<file path="src/rtl/cbc_feistel_pkg.sv">
// Shared types and default sizing for the CBC Feistel round sequencer.
// Default geometry: 5 rounds, 128-bit round keys, 256-bit blocks.
package cbc_feistel_pkg;

  localparam int DEF_ROUND      = 5;
  localparam int DEF_KEY_SIZE   = 128;
  localparam int DEF_BLOCK_SIZE = 256;

  localparam int H     = DEF_BLOCK_SIZE / 2;
  localparam int CNT_W = $clog2(DEF_ROUND);

  typedef enum logic [2:0] {
    IDLE     = 3'd0,
    KEY_WAIT = 3'd1,
    READY    = 3'd2,
    RUN      = 3'd3,
    WAIT_F   = 3'd4,
    OUT      = 3'd5
  } seq_state_t;

  typedef logic [H-1:0] half_t;

endpackage

</file>
<file path="src/rtl/cbc_round_sequencer.sv">
// Iterative CBC Feistel sequencer: key-load gating, CBC chaining, round-function drive, ciphertext output.
// Optional macro CBC_SEQ_ECB_BYPASS_EN adds ecb_mode (skip chaining per block).
module cbc_round_sequencer
  import cbc_feistel_pkg::*;
#(
  parameter int ROUND      = DEF_ROUND,
  parameter int KEY_SIZE   = DEF_KEY_SIZE,
  parameter int BLOCK_SIZE = DEF_BLOCK_SIZE
) (
  input  logic                       clk,
  input  logic                       reset,
  input  logic                       key_tvalid,
  output logic                       key_tready,
  output logic                       ks_tvalid,
  input  logic                       ks_valid,
  input  logic                       in_tvalid,
  output logic                       in_tready,
  input  logic                       in_first,
  input  logic [BLOCK_SIZE-1:0]      plaintext,
  input  logic [BLOCK_SIZE-1:0]      iv,
`ifdef CBC_SEQ_ECB_BYPASS_EN
  input  logic                       ecb_mode,
`endif
  output logic [$clog2(ROUND)-1:0]   key_sel,
  output logic                       f_start,
  output logic [BLOCK_SIZE/2-1:0]    f_in,
  input  logic                       f_done,
  input  logic [BLOCK_SIZE/2-1:0]    f_out,
  output logic                       out_tvalid,
  input  logic                       out_tready,
  output logic [BLOCK_SIZE-1:0]      ciphertext
);

  localparam int HALF  = BLOCK_SIZE / 2;
  localparam int SEL_W = $clog2(ROUND);

  if (ROUND < 2) begin : g_bad_round
    $error("cbc_round_sequencer: ROUND must be at least 2");
  end
  if ((BLOCK_SIZE % 2) != 0) begin : g_bad_block
    $error("cbc_round_sequencer: BLOCK_SIZE must be even");
  end
  if (KEY_SIZE < 1) begin : g_bad_key
    $error("cbc_round_sequencer: KEY_SIZE must be positive");
  end

  seq_state_t              state_r, state_nxt_s;
  logic [HALF-1:0]         l_r, l_nxt_s, r_r, r_nxt_s;
  logic [SEL_W-1:0]        cnt_r, cnt_nxt_s;
  logic [BLOCK_SIZE-1:0]   chain_r, chain_nxt_s;
  logic                    key_loaded_r, key_loaded_nxt_s;

  logic                    key_tready_r, key_tready_nxt_s;
  logic                    in_tready_r, in_tready_nxt_s;
  logic                    ks_tvalid_r, ks_tvalid_nxt_s;
  logic [SEL_W-1:0]        key_sel_r, key_sel_nxt_s;
  logic                    f_start_r, f_start_nxt_s;
  logic [HALF-1:0]         f_in_r, f_in_nxt_s;
  logic                    out_tvalid_r, out_tvalid_nxt_s;
  logic [BLOCK_SIZE-1:0]   ciphertext_r, ciphertext_nxt_s;

  logic [BLOCK_SIZE-1:0]   chain_sel_s, x_s;
  logic [HALF-1:0]         new_r_s;
  logic                    last_s, key_req_s, accept_s, chain_keep_s;

  assign chain_sel_s = in_first ? iv : chain_r;
  assign new_r_s     = l_r ^ f_out;
  assign last_s      = (cnt_r == SEL_W'(ROUND - 1));
  assign key_req_s   = key_tvalid && key_tready_r;
  assign accept_s    = (state_r == READY) && !key_req_s && in_tvalid && in_tready_r && key_loaded_r;

`ifdef CBC_SEQ_ECB_BYPASS_EN
  logic ecb_r;

  assign x_s          = ecb_mode ? plaintext : (plaintext ^ chain_sel_s);
  assign chain_keep_s = ecb_r;

  // Remember the block's ECB choice so OUT knows whether to advance the chain.
  always_ff @(posedge clk) begin
    if (reset) begin
      ecb_r <= 1'b0;
    end else if (accept_s) begin
      ecb_r <= ecb_mode;
    end else begin
      ecb_r <= ecb_r;
    end
  end
`else
  assign x_s          = plaintext ^ chain_sel_s;
  assign chain_keep_s = 1'b0;
`endif

  // Next-state, datapath and next-output logic; outputs are registered from these values.
  always_comb begin
    state_nxt_s      = state_r;
    l_nxt_s          = l_r;
    r_nxt_s          = r_r;
    cnt_nxt_s        = cnt_r;
    chain_nxt_s      = chain_r;
    key_loaded_nxt_s = key_loaded_r;
    key_tready_nxt_s = 1'b0;
    in_tready_nxt_s  = 1'b0;
    ks_tvalid_nxt_s  = 1'b0;
    f_start_nxt_s    = 1'b0;
    key_sel_nxt_s    = key_sel_r;
    f_in_nxt_s       = f_in_r;
    out_tvalid_nxt_s = out_tvalid_r;
    ciphertext_nxt_s = ciphertext_r;

    case (state_r)
      IDLE: begin
        if (key_req_s) begin
          ks_tvalid_nxt_s  = 1'b1;
          key_loaded_nxt_s = 1'b0;
          chain_nxt_s      = '0;
          state_nxt_s      = KEY_WAIT;
        end else begin
          key_tready_nxt_s = 1'b1;
        end
      end
      KEY_WAIT: begin
        if (ks_valid) begin
          key_loaded_nxt_s = 1'b1;
          key_tready_nxt_s = 1'b1;
          in_tready_nxt_s  = 1'b1;
          state_nxt_s      = READY;
        end else begin
          state_nxt_s = KEY_WAIT;
        end
      end
      READY: begin
        // A key reload outranks a plaintext offered in the same cycle.
        if (key_req_s) begin
          ks_tvalid_nxt_s  = 1'b1;
          key_loaded_nxt_s = 1'b0;
          chain_nxt_s      = '0;
          state_nxt_s      = KEY_WAIT;
        end else if (accept_s) begin
          l_nxt_s       = x_s[BLOCK_SIZE-1:HALF];
          r_nxt_s       = x_s[HALF-1:0];
          cnt_nxt_s     = '0;
          key_sel_nxt_s = '0;
          f_in_nxt_s    = x_s[HALF-1:0];
          f_start_nxt_s = 1'b1;
          state_nxt_s   = RUN;
        end else begin
          key_tready_nxt_s = 1'b1;
          in_tready_nxt_s  = 1'b1;
        end
      end
      RUN: begin
        state_nxt_s = WAIT_F;
      end
      WAIT_F: begin
        if (f_done) begin
          l_nxt_s = r_r;
          r_nxt_s = new_r_s;
          if (last_s) begin
            cnt_nxt_s        = '0;
            ciphertext_nxt_s = {r_r, new_r_s};
            out_tvalid_nxt_s = 1'b1;
            state_nxt_s      = OUT;
          end else begin
            cnt_nxt_s     = cnt_r + SEL_W'(1);
            key_sel_nxt_s = cnt_r + SEL_W'(1);
            f_in_nxt_s    = new_r_s;
            f_start_nxt_s = 1'b1;
            state_nxt_s   = RUN;
          end
        end else begin
          state_nxt_s = WAIT_F;
        end
      end
      OUT: begin
        if (out_tready) begin
          if (chain_keep_s) begin
            chain_nxt_s = chain_r;
          end else begin
            chain_nxt_s = ciphertext_r;
          end
          out_tvalid_nxt_s = 1'b0;
          key_tready_nxt_s = 1'b1;
          in_tready_nxt_s  = 1'b1;
          state_nxt_s      = READY;
        end else begin
          state_nxt_s = OUT;
        end
      end
      default: begin
        state_nxt_s = IDLE;
      end
    endcase
  end

  // State, datapath and output registers; reset drops any block in flight.
  always_ff @(posedge clk) begin
    if (reset) begin
      state_r      <= IDLE;
      l_r          <= '0;
      r_r          <= '0;
      cnt_r        <= '0;
      chain_r      <= '0;
      key_loaded_r <= 1'b0;
      key_tready_r <= 1'b0;
      in_tready_r  <= 1'b0;
      ks_tvalid_r  <= 1'b0;
      key_sel_r    <= '0;
      f_start_r    <= 1'b0;
      f_in_r       <= '0;
      out_tvalid_r <= 1'b0;
      ciphertext_r <= '0;
    end else begin
      state_r      <= state_nxt_s;
      l_r          <= l_nxt_s;
      r_r          <= r_nxt_s;
      cnt_r        <= cnt_nxt_s;
      chain_r      <= chain_nxt_s;
      key_loaded_r <= key_loaded_nxt_s;
      key_tready_r <= key_tready_nxt_s;
      in_tready_r  <= in_tready_nxt_s;
      ks_tvalid_r  <= ks_tvalid_nxt_s;
      key_sel_r    <= key_sel_nxt_s;
      f_start_r    <= f_start_nxt_s;
      f_in_r       <= f_in_nxt_s;
      out_tvalid_r <= out_tvalid_nxt_s;
      ciphertext_r <= ciphertext_nxt_s;
    end
  end

  assign key_tready = key_tready_r;
  assign in_tready  = in_tready_r;
  assign ks_tvalid  = ks_tvalid_r;
  assign key_sel    = key_sel_r;
  assign f_start    = f_start_r;
  assign f_in       = f_in_r;
  assign out_tvalid = out_tvalid_r;
  assign ciphertext = ciphertext_r;

endmodule
</file>
<file path="config.mk">
export PLATFORM = sky130hd
export DESIGN_NAME = cbc_round_sequencer
export DESIGN_NICKNAME = d
export VERILOG_FILES = /design/src/rtl/cbc_feistel_pkg.sv /design/src/rtl/cbc_round_sequencer.sv
export SDC_FILE = /design/constraint.sdc
export NUM_CORES = 2
export LEC_CHECK = 0
export ABC_CLOCK_PERIOD_IN_PS = 2100
export CAP_MARGIN = 25
export CORE_AREA = 5 5 403 405
export DETAILED_ROUTE_END_ITERATION = 12
export DIE_AREA = 0 0 408 410
export HOLD_SLACK_MARGIN = 0.12
export SYNTH_ARGS = -nofsm -noshare
export SYNTH_HDL_FRONTEND = slang
export SYNTH_SLANG_ARGS = --single-unit
</file>
<file path="constraint.sdc">
create_clock -name clk -period 2.1 [get_ports clk]
set_input_delay 0.525 -clock clk [delete_from_list [all_inputs] [get_ports clk]]
set_output_delay 0.525 -clock clk [all_outputs]
set_load 0.01 [all_outputs]
</file>
==> flow_metrics.tcl <==
set metrics [dict create \
    clock_insertion_delay_worst_skew_ns 0.69 \
    cts_buffers 103 \
    die_y_um 410 \
    drc_errors 0 \
    cpMaxStageDelayCell "dfxtp_1" \
    top_level_ports 1040 \
    synth_cell_type_count 43 \
    clkSinkCount 911 \
    multiInputGateArea_um2 19200 \
    synthCells 4702 \
    final.fill_count 16236 \
    share_clk_of_total_power_pct 46.0 \
    static-leakage-power_nw 21.7 \
    first_global_vias 37989 \
    worst-endpoint-arrival_ns 1.51 \
    synth-main-ff-cell "dfxtp_1" \
    fmax_mhz 492 \
    synth_largest_area_cell "dfxtp_1" \
    buffer_ports.inserted 1039 \
    seq_total_area_yosys_pct 45.4 \
    path_class "register to output port" \
    synth_top_cells_by_count "911 x dfxtp_1, 768 x nand2_1, 645 x nor2_1" \
    critical_path_peak_fanout 3 \
    critical_path.startpoint_type "register" \
    synth.most_common_cell "dfxtp_1" \
    post_synth_instance_area_um2 40200 \
    hold_class "input port to register" \
    drt-initial-drc-count 2713 \
    regArea_um2 18300 \
    worst_clock_skew_ns 0.0368 \
    post-synth-top-area-fraction_pct 45.4 \
    p_seq_share_pct 43.4 \
    yosys_warnings 0 \
    via_per_inst 4.82 \
    maxSlewViolCount 0 \
    synthesis.nets 5352 \
    setup-violations-final 0 \
    clk_path_buf_depth 3 \
    drtPass1Iterations 5 \
    initial_core_util_pct 25.4 \
    timing_worst_slew_pin_value_ns 0.549 \
    p_switching_mw 9.75 \
    synthArstFlopShare_pct 0 \
    drive_above_1_share_pct 9.79 \
    worst-path-buf-inv 1 \
    clock_tree.root_cell "clkbuf_16" \
    wire_per_inst_um 21.8 \
    grt_first_pass_wirelength_um 251000 \
    p_total_mw 40.0 \
    worst_vdd_ir_v 0.000597 \
    leftover_overflow_at_the_end_of_global_routing 0 \
    outcome "finished, final reports clean" \
    die_area_um2 167000 \
    detailedPlace.worstSlack_ns -0.357 \
    die_width_um 408 \
    internal_power_mw 30.2 \
    ys_top_cells_by_area "dfxtp_1 45%, xnor2_1 8.4%, nand2_1 7.2%, mux2i_1 6.4%, nor2_1 6.0%" \
    maxCapViolations 0 \
    cpLargestDelayFamily "flip-flops" \
    clk_pin_slew_worst_paths_ns 0.06 \
    fin_crit_ns 2.03 \
    final_nets 6423 \
    antenna_left 0 \
    max-slew-margin-rel_pct 63.4 \
    worstPathCellList "clkdlybuf4s15_1" \
    timing.critical_path.to_type "output port" \
    combinationalPowerShare_pct 10.6 \
    report.final.hold_viol_count 0 \
    area.growth.synth_to_final_pct 43.7 \
    p_sw_share_pct 24.4 \
    hpwl_um 135000 \
    synth_area_per_cell_um2 8.54 \
    rows 146 \
    tritoncts_clock_tree "built" \
    via_count 38350 \
    clock_tree.htree_level_count 3 \
    initial_antenna_violation_count 25 \
    timing.final.crit_share_pct 96.7 \
    edff_count_synth 0 \
    post-route-worst-setup-slack_ns 0.0690 \
    yosys_register_bits 911 \
    finalWirelength_um 173000 \
    power_per_cell_area_nw_per_um2 692 \
    coreArea_um2 158000 \
    global_route.usage.total_pct 19.6 \
    gp_congestion 0.901 \
    required_ns 1.57 \
    max_stage_delay_ns 0.44 \
    grt_setup_unrepaired "false" \
    pin_count_of_the_biggest_net_entering_global_routing 116 \
]
-- area by class of cell --
type,count,share of cell area (%)
antenna,24,0.104
tap,2072,4.49
multi-input combinational,3130,33.3
inverter,257,1.67
clock inverter,35,0.763
clock buffer,150,5.17
sequential,911,31.7
timing repair buffer,1370,22.8
-- power groups by stage --
stage                     clock (mW)  combinational (mW)  sequential, mW
after floorplan                    0                1.84            17.7
after global placement             0                4.21            17.7
after detailed placement           0                4.21            17.7
after CTS                       18.8                4.23            17.3
after global routing            19.6                4.47            17.3
final                           18.4                4.22            17.3
-- layout by cell type (no fill, tap or decap), types with 7 or more instances in the layout --
master,Yosys,layout
clkbuf_1,183,25
nor2_1,645,645
bufinv_16,0,7
inv_1,257,257
a211oi_1,131,131
dfxtp_1,911,860
dfxtp_2,0,51
clkdlybuf4s50_1,0,645
dlygate4sd2_1,0,376
o32ai_1,252,252
a21oi_1,261,261
xnor2_1,384,384
a22oi_1,256,256
a311oi_1,128,128
diode_2,0,24
buf_4,6,277
buf_12,0,62
nand2_1,768,768
mux2i_1,256,256
clkbuf_8,0,21
clkinv_2,0,15
clkbuf_16,0,105
-- per-stage QoR --
step                area, um^2  utilization [%]  instances  TNS [ns]  hold WS, ns
finish                   57800             36.6       7949         0        0.309
global route             57700             36.5       7942         0        0.261
floorplan                40200                -       4702         0        0.440
global placement         54600             34.6       7738   -154.60        0.436
detailed placement       54600             34.6       7738   -170.09        0.441
CTS                      57700             36.5       7923         0        0.236
-- sequential cells by signal, indices dropped and copies added (netlist names), 3 cells and up --
signal,count
chain_r,256
ciphertext,256
r_r,128
cnt_r,3
f_in,128
state_r,3
key_sel,3
l_r,128
-- cells by family (layout without fill, tap and decap cells) --
group,count (synthesis),count (layout),synth area share (%)
simple gates,1438,1438,13.6
mux,258,258,6.43
fa+ha+maj,2,2,0.0623
xor+xnor,385,385,8.39
other cells,0,24,0
flops,911,911,45.4
buf+inv,661,1812,6.89
compound gates,1047,1047,19.2
-- final timing paths --
path                        from             end  slack [ns]  depth (start not counted)
setup / recovery  ciphertext[29]  ciphertext[29]        0.07                          1
hold / removal             reset    chain_r[189]        0.31                          3
setup reg to reg        cnt_r[0]       f_in[121]        0.16                          8
hold reg to reg       key_sel[0]      key_sel[0]        0.45                          1
-- metal layers --
layer / global-route usage [%] / vias up / part of all wire (%)
met5: 0 / - / 0
met4: 6.77 / 0 / 3.4
met3: 4.11 / 251 / 5.8
met2: 33.8 / 1180 / 49
met1: 24.1 / 18530 / 42
li1: - / 18389 / -
-- timing repair --
action	in CTS	in global routing
resized for setup	441	4
pin swaps	0	1
gates cloned	0	1
hold buffers	0	0
buffers inserted	0	1
setup endpoints to repair	383	73
No activity file was read; power rests on OpenSTA's default activity.
